File: src/rtl/pl_alu_rns_mc_if.sv
// pl_alu_rns_mc_if
// Handshake and data bundle for the RNS ALU.
//   master : operand producer / result consumer (drives in_valid, op, acc_clr,
//            a, b, out_ready, err_clr)
//   slave  : the ALU (drives in_ready, out_valid, result, range_err)
// a, b and result carry CH residues of W bits each, channel 0 in the LSBs.
interface pl_alu_rns_mc_if #(
  parameter int CH = 3,
  parameter int W  = 8
);
  logic            in_valid;
  logic            in_ready;
  logic [1:0]      op;
  logic            acc_clr;
  logic [CH*W-1:0] a;
  logic [CH*W-1:0] b;
  logic            out_valid;
  logic            out_ready;
  logic [CH*W-1:0] result;
  logic            range_err;
  logic            err_clr;

  modport master (
    output in_valid, op, acc_clr, a, b, out_ready, err_clr,
    input  in_ready, out_valid, result, range_err
  );

  modport slave (
    input  in_valid, op, acc_clr, a, b, out_ready, err_clr,
    output in_ready, out_valid, result, range_err
  );
endinterface

File: src/rtl/pl_alu_rns_mc.sv
// pl_alu_rns_mc
// Two-stage residue-number-system ALU: add, sub, mul and multiply-accumulate,
// run in lockstep on CH channels, each with its own modulus from MODS.
//   clk   : clock, rising edge
//   rst_n : asynchronous active-low reset
//   bus   : pl_alu_rns_mc_if slave port (valid/ready in, valid/ready out,
//           sticky range_err with err_clr)
// Stage 1 holds the raw (unreduced) op result for each channel. Stage 2 holds
// the reduced result and the accumulator. Both stages advance on one enable,
// so a stall freezes the whole pipe.
module pl_alu_rns_mc #(
  parameter int                  CH   = 3,
  parameter int                  W    = 8,
  parameter logic [CH*(W+1)-1:0] MODS = {9'd129, 9'd128, 9'd127}
) (
  input logic            clk,
  input logic            rst_n,
  pl_alu_rns_mc_if.slave bus
);
  // Wide enough for a full W x W product and for a'+m-b'.
  localparam int RW = (2 * W > W + 2) ? 2 * W : W + 2;

  localparam logic [1:0] OP_ADD = 2'd0;
  localparam logic [1:0] OP_SUB = 2'd1;
  localparam logic [1:0] OP_MAC = 2'd3;

  logic          w_en;
  logic          w_accept;
  logic [CH-1:0] w_rng_ch;
  logic [CH*W-1:0] w_result;

  logic       r_s1_vld;
  logic [1:0] r_s1_op;
  logic       r_s1_clr;
  logic       r_out_vld;
  logic       r_range_err;

  assign w_en     = !r_out_vld || bus.out_ready;
  assign w_accept = bus.in_valid && w_en;

  assign bus.in_ready  = w_en;
  assign bus.out_valid = r_out_vld;
  assign bus.result    = w_result;
  assign bus.range_err = r_range_err;

  always_ff @(posedge clk or negedge rst_n) begin
    if (!rst_n) begin
      r_s1_vld  <= 1'b0;
      r_s1_op   <= OP_ADD;
      r_s1_clr  <= 1'b0;
      r_out_vld <= 1'b0;
    end else if (w_en) begin
      r_s1_vld  <= bus.in_valid;
      r_s1_op   <= bus.op;
      r_s1_clr  <= bus.acc_clr;
      r_out_vld <= r_s1_vld;
    end
  end

  // Set has priority over clear so a new error is never lost.
  always_ff @(posedge clk or negedge rst_n) begin
    if (!rst_n)
      r_range_err <= 1'b0;
    else if (w_accept && (|w_rng_ch))
      r_range_err <= 1'b1;
    else if (bus.err_clr)
      r_range_err <= 1'b0;
  end

  for (genvar g = 0; g < CH; g++) begin : g_ch
    localparam logic [RW-1:0] M = RW'(MODS[g*(W+1) +: W+1]);

    logic [RW-1:0] w_a;
    logic [RW-1:0] w_b;
    logic [RW-1:0] w_ar;
    logic [RW-1:0] w_br;
    logic [RW-1:0] w_raw;
    logic [RW-1:0] w_red;
    logic [RW-1:0] w_acc_base;
    logic [W-1:0]  w_mac;
    logic [W-1:0]  w_res;

    logic [RW-1:0] r_s1_raw;
    logic [W-1:0]  r_acc;
    logic [W-1:0]  r_res;

    assign w_a  = RW'(bus.a[g*W +: W]);
    assign w_b  = RW'(bus.b[g*W +: W]);
    // For M = 2^W the remainder is the identity, i.e. plain truncation.
    assign w_ar = w_a % M;
    assign w_br = w_b % M;
    assign w_rng_ch[g] = (w_a >= M) || (w_b >= M);

    // Sub adds M first so the raw value is never negative.
    always_comb begin
      case (bus.op)
        OP_ADD:  w_raw = w_ar + w_br;
        OP_SUB:  w_raw = w_ar + M - w_br;
        default: w_raw = w_ar * w_br;
      endcase
    end

    // Stage 2: reduce, then fold into the accumulator for mac.
    // acc_clr on a mac makes the old accumulator read as zero.
    assign w_red      = r_s1_raw % M;
    assign w_acc_base = (r_s1_op == OP_MAC && !r_s1_clr) ? RW'(r_acc) : '0;
    assign w_mac      = W'((w_acc_base + w_red) % M);
    assign w_res      = (r_s1_op == OP_MAC) ? w_mac : W'(w_red);

    always_ff @(posedge clk or negedge rst_n) begin
      if (!rst_n) begin
        r_s1_raw <= '0;
        r_acc    <= '0;
        r_res    <= '0;
      end else if (w_en) begin
        r_s1_raw <= w_raw;
        // Bubbles leave both result and accumulator untouched.
        if (r_s1_vld) begin
          r_res <= w_res;
          if (r_s1_op == OP_MAC)
            r_acc <= w_mac;
          else if (r_s1_clr)
            r_acc <= '0;
        end
      end
    end

    assign w_result[g*W +: W] = r_res;
  end
endmodule

File: src/flat_wrapper.sv
// flat-port wrapper written by rule: the top's interface ports become plain ports
module pl_alu_rns_mc_flat 
#(
  parameter int                  CH   = 3,
  parameter int                  W    = 8,
  parameter logic [CH*(W+1)-1:0] MODS = {9'd129, 9'd128, 9'd127}
)
  (clk, rst_n, bus_in_valid, bus_op, bus_acc_clr, bus_a, bus_b, bus_out_ready, bus_err_clr, bus_in_ready, bus_out_valid, bus_result, bus_range_err);
  pl_alu_rns_mc_if #(.CH(CH), .W(W)) bus_i ();
  input logic clk;
  input logic rst_n;
  input wire logic [$bits(bus_i.in_valid)-1:0] bus_in_valid;
  input wire logic [$bits(bus_i.op)-1:0] bus_op;
  input wire logic [$bits(bus_i.acc_clr)-1:0] bus_acc_clr;
  input wire logic [$bits(bus_i.a)-1:0] bus_a;
  input wire logic [$bits(bus_i.b)-1:0] bus_b;
  input wire logic [$bits(bus_i.out_ready)-1:0] bus_out_ready;
  input wire logic [$bits(bus_i.err_clr)-1:0] bus_err_clr;
  output wire logic [$bits(bus_i.in_ready)-1:0] bus_in_ready;
  output wire logic [$bits(bus_i.out_valid)-1:0] bus_out_valid;
  output wire logic [$bits(bus_i.result)-1:0] bus_result;
  output wire logic [$bits(bus_i.range_err)-1:0] bus_range_err;
  assign bus_i.in_valid = bus_in_valid;
  assign bus_i.op = bus_op;
  assign bus_i.acc_clr = bus_acc_clr;
  assign bus_i.a = bus_a;
  assign bus_i.b = bus_b;
  assign bus_i.out_ready = bus_out_ready;
  assign bus_i.err_clr = bus_err_clr;
  assign bus_in_ready = bus_i.in_ready;
  assign bus_out_valid = bus_i.out_valid;
  assign bus_result = bus_i.result;
  assign bus_range_err = bus_i.range_err;
  pl_alu_rns_mc #(.CH(CH), .W(W), .MODS(MODS)) u_core (.clk(clk), .rst_n(rst_n), .bus(bus_i));
endmodule
File: config.mk
export PLATFORM = sky130hd
export DESIGN_NAME = pl_alu_rns_mc_flat
export DESIGN_NICKNAME = d
export VERILOG_FILES = /design/src/rtl/pl_alu_rns_mc_if.sv /design/src/rtl/pl_alu_rns_mc.sv /design/src/flat_wrapper.sv
export SDC_FILE = /design/constraint.sdc
export NUM_CORES = 1
export LEC_CHECK = 0
export CAP_MARGIN = 20
export CELL_PAD_IN_SITES_DETAIL_PLACEMENT = 0
export CELL_PAD_IN_SITES_GLOBAL_PLACEMENT = 1
export CORE_AREA = 2 2 233 235
export DETAILED_ROUTE_END_ITERATION = 10
export DIE_AREA = 0 0 235 237
export PLACE_DENSITY_LB_ADDON = 0.1
export SETUP_SLACK_MARGIN = 0.4
export SLEW_MARGIN = 20
export SYNTH_ARGS = -nofsm -noshare
export SYNTH_HDL_FRONTEND = slang
export SYNTH_SLANG_ARGS = --single-unit
File: constraint.sdc
create_clock -name clk -period 23.1 [get_ports clk]
set_input_delay 4.62 -clock clk [delete_from_list [all_inputs] [get_ports clk]]
set_output_delay 4.62 -clock clk [all_outputs]
set_load 0.01 [all_outputs]
==> impl_metrics.yaml, run 1 <==
status:
  result_of_the_run: "complete, no violations"
layout:
  post-route-util: 0.5191
  areaGrowthSynthToFinish_pct: 7.317
  layout.cell_area.non_filler_sq_um: 27660
  layout_cells_sized_above_1: 0.04609
  nNetsFinal: 3933
  insertedDiodeCount: 0
worst_setup_path:
  slowest_delay_ns: 0.69
  critical-path-slowest-cell: "sky130_fd_sc_hd__o211ai_1"
  worst-path-max-fanout: 18
  cpMostUsedCell: "sky130_fd_sc_hd__a21oi_1"
  regToRegEndpoint: "u_core.g_ch[2].r_res[1]"
  crit_path_start: "u_core.g_ch[2].r_s1_raw[15]"
  rrSetupSlack_ns: 4.33
  cp-start-kind: "flip-flop"
  critical_path.endpoint: "u_core.g_ch[2].r_res[1]"
  cp_data_arrival_time_ns: 19.11
  critical_path.reg2reg.startpoint: "u_core.g_ch[2].r_s1_raw[15]"
  critPathRequiredTime_ns: 23.43
  nature_of_the_critical_path_endpoint: "flip-flop"
  worst_path_class_setup: "reg2reg"
  worst-r2r-cell-count: 66
yosys:
  synth_top_cell_area_share: 0.1367
  synth_edf_count: 0
  postSynth.asyncResetShare: 1.000
  synthesis.instances: 3415
  synth.most_common_cell: "sky130_fd_sc_hd__nand2_1"
  synth_top_cells_by_count: "sky130_fd_sc_hd__nand2_1 (392), sky130_fd_sc_hd__inv_1 (387), sky130_fd_sc_hd__nor2_1 (295)"
  synth_seq_cells: 91
  yosys.cell_types.count: 122
  avgSynthCellArea_sq_um: 7.546
  synthFlopType: "sky130_fd_sc_hd__dfrtp_1"
  yosys_warnings: 0
  ys_seq_area_frac: 0.08836
  synthTopCellsByArea: "sky130_fd_sc_hd__fa_1 (14%), sky130_fd_sc_hd__ha_1 (12%), sky130_fd_sc_hd__dfrtp_1 (8.8%), sky130_fd_sc_hd__xnor2_1 (7.5%), sky130_fd_sc_hd__nand2_1 (5.7%)"
  syn-cell-area_sq_um: 25770
  synth_largest_area_cell: "sky130_fd_sc_hd__fa_1"
  synthesis.nets: 3903
die:
  fp.dieH_microns: 237
  io_pins: 83
  rows: 85
  initial_utilization: 0.4837
  die_w_microns: 235
  design.core.area_sq_um: 53280
  die_area_sq_um: 55700
timing:
  max_slew_headroom: 0.2194
  setup_viol_count_final: 0
  final_max_slew_viol_count: 0
  finClkSkew_ns: 0.01420
  achievable-frequency_mhz: 53.27
  totalNegativeSetupSlack_ns: 0
  number_of_hold_violations_in_the_final_report: 0
  post-route-min-period_ns: 18.77
  layout_worst_path_cycle_share: 0.8127
  unrepaired_setup_endpoints_after_global_routing: "false"
  worst-slew-pin-transition_ns: 1.167
routing:
  detail_route.first_pass.iterations: 6
  postRouteAntennaNets: 0
  avgViaCountPerCell: 5.926
  drc: 0
  detail_route.wirelength_microns: 78650
  detail_route.iter0.violations: 1672
  detail_route.wl_per_cell_microns: 18.97
  vias: 24568
cts:
  clkSinkCount: 91
  cts_hold_buffers: 0
  postCtsSetupRepairBufs: 0
  tritoncts.num_buffers: 9
  tritoncts: "built"
  worst_skew_pair.late_latency_ns: 0.39
  cts-htree-levels: 3
  clk_path_buf_depth: 2
  clk_root_buffer_cell: "sky130_fd_sc_hd__clkbuf_16"
  post_cts_resize_count: 0
  clk_transition_reported_paths_ns: 0.09
global_route:
  pin_count_of_the_biggest_net_entering_global_routing: 67
  grt_pass1_vias: 24178
  global_route_wire_length_before_repair_microns: 128000
  globalRoute.totalOverflow: 0
  grt_antenna_before_repair: 0
  gr-usage-all-layers: 0.2799
worst_hold_path:
  worst_min_path_start: "u_core.g_ch[0].r_acc[7]"
  timing.hold.worst.class: "reg2reg"
flow_run:
  maxCapViolCount: 0
placement:
  gp_congestion: 0.9223
  post-dp-hpwl_microns: 63780
  port_buffers: 81
  postPlaceCellArea_sq_um: 27360
==> worst max-delay path, delay by kind of cell (launching register included) <==
family          cells  cell delay (ns)
compound gates     34             9.32
simple gates       20             5.46
fa+ha+maj           5             1.32
xor+xnor            3             1.00
mux                 3             0.90
flops               1             0.65
buf+inv             1             0.06
==> registers in the layout, summed over array words and instances (netlist names) <==
register              cells
u_core.bus.out_valid      1
u_core.bus.range_err      1
u_core.g_ch.r_acc        23
u_core.g_ch.r_res        23
u_core.g_ch.r_s1_raw     39
u_core.r_s1_clr           1
u_core.r_s1_op            2
u_core.r_s1_vld           1
==> cells in the final DEF (no fill, tap or decap), types with 12 or more instances in the layout <==
cell,count
sky130_fd_sc_hd__a211oi_1,30
sky130_fd_sc_hd__a21o_1,62
sky130_fd_sc_hd__a21oi_1,228
sky130_fd_sc_hd__a22o_1,15
sky130_fd_sc_hd__a22oi_1,24
sky130_fd_sc_hd__a31oi_1,52
sky130_fd_sc_hd__and2_1,81
sky130_fd_sc_hd__and3_1,29
sky130_fd_sc_hd__and4_1,13
sky130_fd_sc_hd__buf_4,42
sky130_fd_sc_hd__clkdlybuf4s50_1,79
sky130_fd_sc_hd__dfrtp_1,91
sky130_fd_sc_hd__fa_1,176
sky130_fd_sc_hd__ha_1,256
sky130_fd_sc_hd__inv_1,387
sky130_fd_sc_hd__mux2_2,15
sky130_fd_sc_hd__mux2i_1,37
sky130_fd_sc_hd__nand2_1,392
sky130_fd_sc_hd__nand2b_1,27
sky130_fd_sc_hd__nand3_1,62
sky130_fd_sc_hd__nand4_1,23
sky130_fd_sc_hd__nor2_1,295
sky130_fd_sc_hd__nor2b_1,25
sky130_fd_sc_hd__nor3_1,67
sky130_fd_sc_hd__nor3b_1,17
sky130_fd_sc_hd__nor4_1,17
sky130_fd_sc_hd__o211a_1,12
sky130_fd_sc_hd__o211ai_1,32
sky130_fd_sc_hd__o21a_1,27
sky130_fd_sc_hd__o21ai_0,128
sky130_fd_sc_hd__o21ai_1,26
sky130_fd_sc_hd__o21bai_1,53
sky130_fd_sc_hd__o22ai_1,16
sky130_fd_sc_hd__o31ai_1,22
sky130_fd_sc_hd__or2_2,13
sky130_fd_sc_hd__or3_1,20
sky130_fd_sc_hd__xnor2_1,222
sky130_fd_sc_hd__xor2_1,63
==> cell families after synthesis <==
| kind of cell | Yosys count | synth area share |
|---|---|---|
| simple gates | 1144 | 0.2136 |
| compound gates | 898 | 0.2393 |
| buf+inv | 500 | 0.07389 |
| fa+ha+maj | 437 | 0.2630 |
| xor+xnor | 290 | 0.09997 |
| flops | 91 | 0.08836 |
| mux | 54 | 0.02180 |
| other cells | 1 | 0.0001455 |
==> stage by stage <==
step	hold slack (ns)	instances	worst slack [ns]
6_report	0.4758	4146	4.326
5_1_grt	0.5007	4146	2.522
4_1_cts	0.4757	4146	4.637
3_5_place_dp	0.4601	4130	4.762
3_3_place_gp	0.4543	4130	5.178
2_1_floorplan	0.4383	3415	7.043
==> worst min-delay path by stage <==
stage                                   end  slack (ns)  cells past startpoint
detailed placement  u_core.g_ch[0].r_acc[5]        0.46                      2
global route        u_core.g_ch[0].r_acc[1]        0.50                      1
floorplan           u_core.g_ch[2].r_acc[6]        0.44                      2
global placement    u_core.g_ch[0].r_acc[5]        0.45                      2
finish              u_core.g_ch[0].r_acc[7]        0.48                      2
CTS                 u_core.g_ch[0].r_acc[5]        0.48                      2
==> per-layer routing <==
| metal | part of all wire | wire length (microns) | track usage |
|---|---|---|---|
| met3 | 0.052 | 4059 | 0.03346 |
| met4 | 0.016 | 1253 | 0.05907 |
| met2 | 0.47 | 37340 | 0.4766 |
| met1 | 0.46 | 36000 | 0.3812 |
| met5 | 0 | 0 | 0 |
==> layout make-up <==
cell class,instances,area [sq um]
Multi-Input combinational cell,2824,21610
Fill cell,5312,25630
Clock inverter,7,72.57
Sequential cell,91,2277
Tap cell,696,870.8
Inverter,397,1490
Clock buffer,9,225.2
Timing Repair Buffer,122,1111
Power of run 1 is left out: the tool's default activity adds up to more than one toggle a clock period on the data nets, which glitch-free logic cannot reach.
==> run 2: changes to the inputs <==
clock period = 18.8 ns   (was 23.1 ns; I/O delays follow)
==> impl_metrics.yaml, run 2 (synthesis gave the netlist of run 1 again) <==
status:
  result_of_the_run: "complete, no violations"
cts:
  clk_root_buffer_cell: "sky130_fd_sc_hd__clkbuf_16"
  cts_hold_buffers: 0
  clkSinkCount: 91
  tritoncts.num_buffers: 9
  worst_skew_pair.late_latency_ns: 0.38
  clk_path_buf_depth: 2
  clk_transition_reported_paths_ns: 0.08
  cts-htree-levels: 3
  tritoncts: "built"
routing:
  detail_route.first_pass.iterations: 5
  drc: 0
  postRouteAntennaNets: 0
  avgViaCountPerCell: 5.953
  vias: 24734
  detail_route.iter0.violations: 1666
  detail_route.wirelength_microns: 78280
  detail_route.wl_per_cell_microns: 18.84
timing:
  setup_viol_count_final: 0
  worst-slew-pin-transition_ns: 1.031
  layout_worst_path_cycle_share: 0.9200
  unrepaired_setup_endpoints_after_global_routing: "false"
  finClkSkew_ns: 0.01369
  hold_ws_ns: 0.4743
  number_of_hold_violations_in_the_final_report: 0
  post-route-min-period_ns: 17.30
  achievable-frequency_mhz: 57.82
  final_max_slew_viol_count: 0
  totalNegativeSetupSlack_ns: 0
  max_slew_headroom: 0.3076
worst_setup_path:
  worst_path_class_setup: "reg2reg"
  cpMostUsedCell: "sky130_fd_sc_hd__ha_1"
  rrSetupSlack_ns: 1.50
  critPathRequiredTime_ns: 19.12
  critical-path-slowest-cell: "sky130_fd_sc_hd__or4_4"
  worst-path-max-fanout: 10
  worst-r2r-cell-count: 66
  nature_of_the_critical_path_endpoint: "flip-flop"
  cp_data_arrival_time_ns: 17.62
  cp-start-kind: "flip-flop"
  slowest_delay_ns: 0.59
die:
  die_w_microns: 235
  fp.dieH_microns: 237
  rows: 85
  die_area_sq_um: 55700
  io_pins: 83
  design.core.area_sq_um: 53280
  initial_utilization: 0.4837
layout:
  regMostFlops: "u_core.g_ch.r_s1_raw"
  areaGrowthSynthToFinish_pct: 8.501
  nNetsFinal: 3942
  layout_cells_sized_above_1: 0.05955
  post-route-util: 0.5248
  most-common-layout-cells: "sky130_fd_sc_hd__nand2_1 (391), sky130_fd_sc_hd__inv_1 (387), sky130_fd_sc_hd__nor2_1 (294), sky130_fd_sc_hd__ha_1 (256), sky130_fd_sc_hd__a21oi_1 (221)"
  top_regs: "u_core.g_ch.r_s1_raw: 39 flops, u_core.g_ch.r_acc: 23 flops, u_core.g_ch.r_res: 23 flops"
  insertedDiodeCount: 0
  largest_reg_flops: 39
  final_common_cell: "sky130_fd_sc_hd__nand2_1"
global_route:
  gr-usage-all-layers: 0.2770
  grt_pass1_vias: 24209
  pin_count_of_the_biggest_net_entering_global_routing: 67
  grt_antenna_before_repair: 0
  globalRoute.totalOverflow: 0
  global_route_wire_length_before_repair_microns: 127100
flow_run:
  maxCapViolCount: 0
placement:
  post-dp-hpwl_microns: 63740
  port_buffers: 81
  gp_congestion: 0.9266
worst_hold_path:
  hold_depth: 2
  timing.hold.worst.class: "reg2reg"
run 2: critical path, delay by kind of cell, from the launching register on:
kind	cells	cell delay, ns
buf+inv	1	0.06
xor+xnor	3	0.58
flops	1	0.51
compound gates	28	6.14
mux	4	1.23
simple gates	25	7.46
fa+ha+maj	5	1.25
run 2: final timing paths:
path | from | end
worst max register to register | u_core.g_ch[2].r_s1_raw[10] | u_core.g_ch[2].r_res[1]
worst min register to register | u_core.g_ch[0].r_acc[5] | u_core.g_ch[0].r_acc[5]
max in group asynchronous | rst_n | u_core.g_ch[2].r_s1_raw[12]
min in group asynchronous | rst_n | u_core.g_ch[2].r_res[7]
worst min-delay path | u_core.g_ch[0].r_acc[5] | u_core.g_ch[0].r_acc[5]
worst max-delay path | u_core.g_ch[2].r_s1_raw[10] | u_core.g_ch[2].r_res[1]
run 2: per-layer routing:
metal | wire [microns] | vias up | GRT usage
met2 | 36410 | 707 | 0.4619
met4 | 2203 | 0 | 0.09110
li1 | - | 11957 | -
met1 | 35540 | 11956 | 0.3743
met5 | 0 | - | 0
met3 | 4121 | 114 | 0.03066
run 2: repair_timing:
action                     in CTS  in global routing
gates resized for setup         0                 48
setup buffers                   0                  7
setup endpoints to repair       0                 23
run 2: area by class of cell:
type,instances,area [sq um]
clock inverters,7,76.32
fillers,5239,25320
clock buffers,9,225.2
flip-flops and latches,91,2282
well taps,696,870.8
inverters,397,1490
repair buffers,131,1179
multi-input cells,2824,21840
run 2: through the flow:
step	setup WS [ns]	std cells	cell area (sq um)
after floorplan	2.743	3415	25770
after global placement	0.8602	4131	27360
after detailed placement	0.4913	4131	27360
after CTS	0.4054	4147	27660
after global routing	0.3969	4155	27960
final	1.504	4155	27960
Power of run 2 is left out for the same reason.
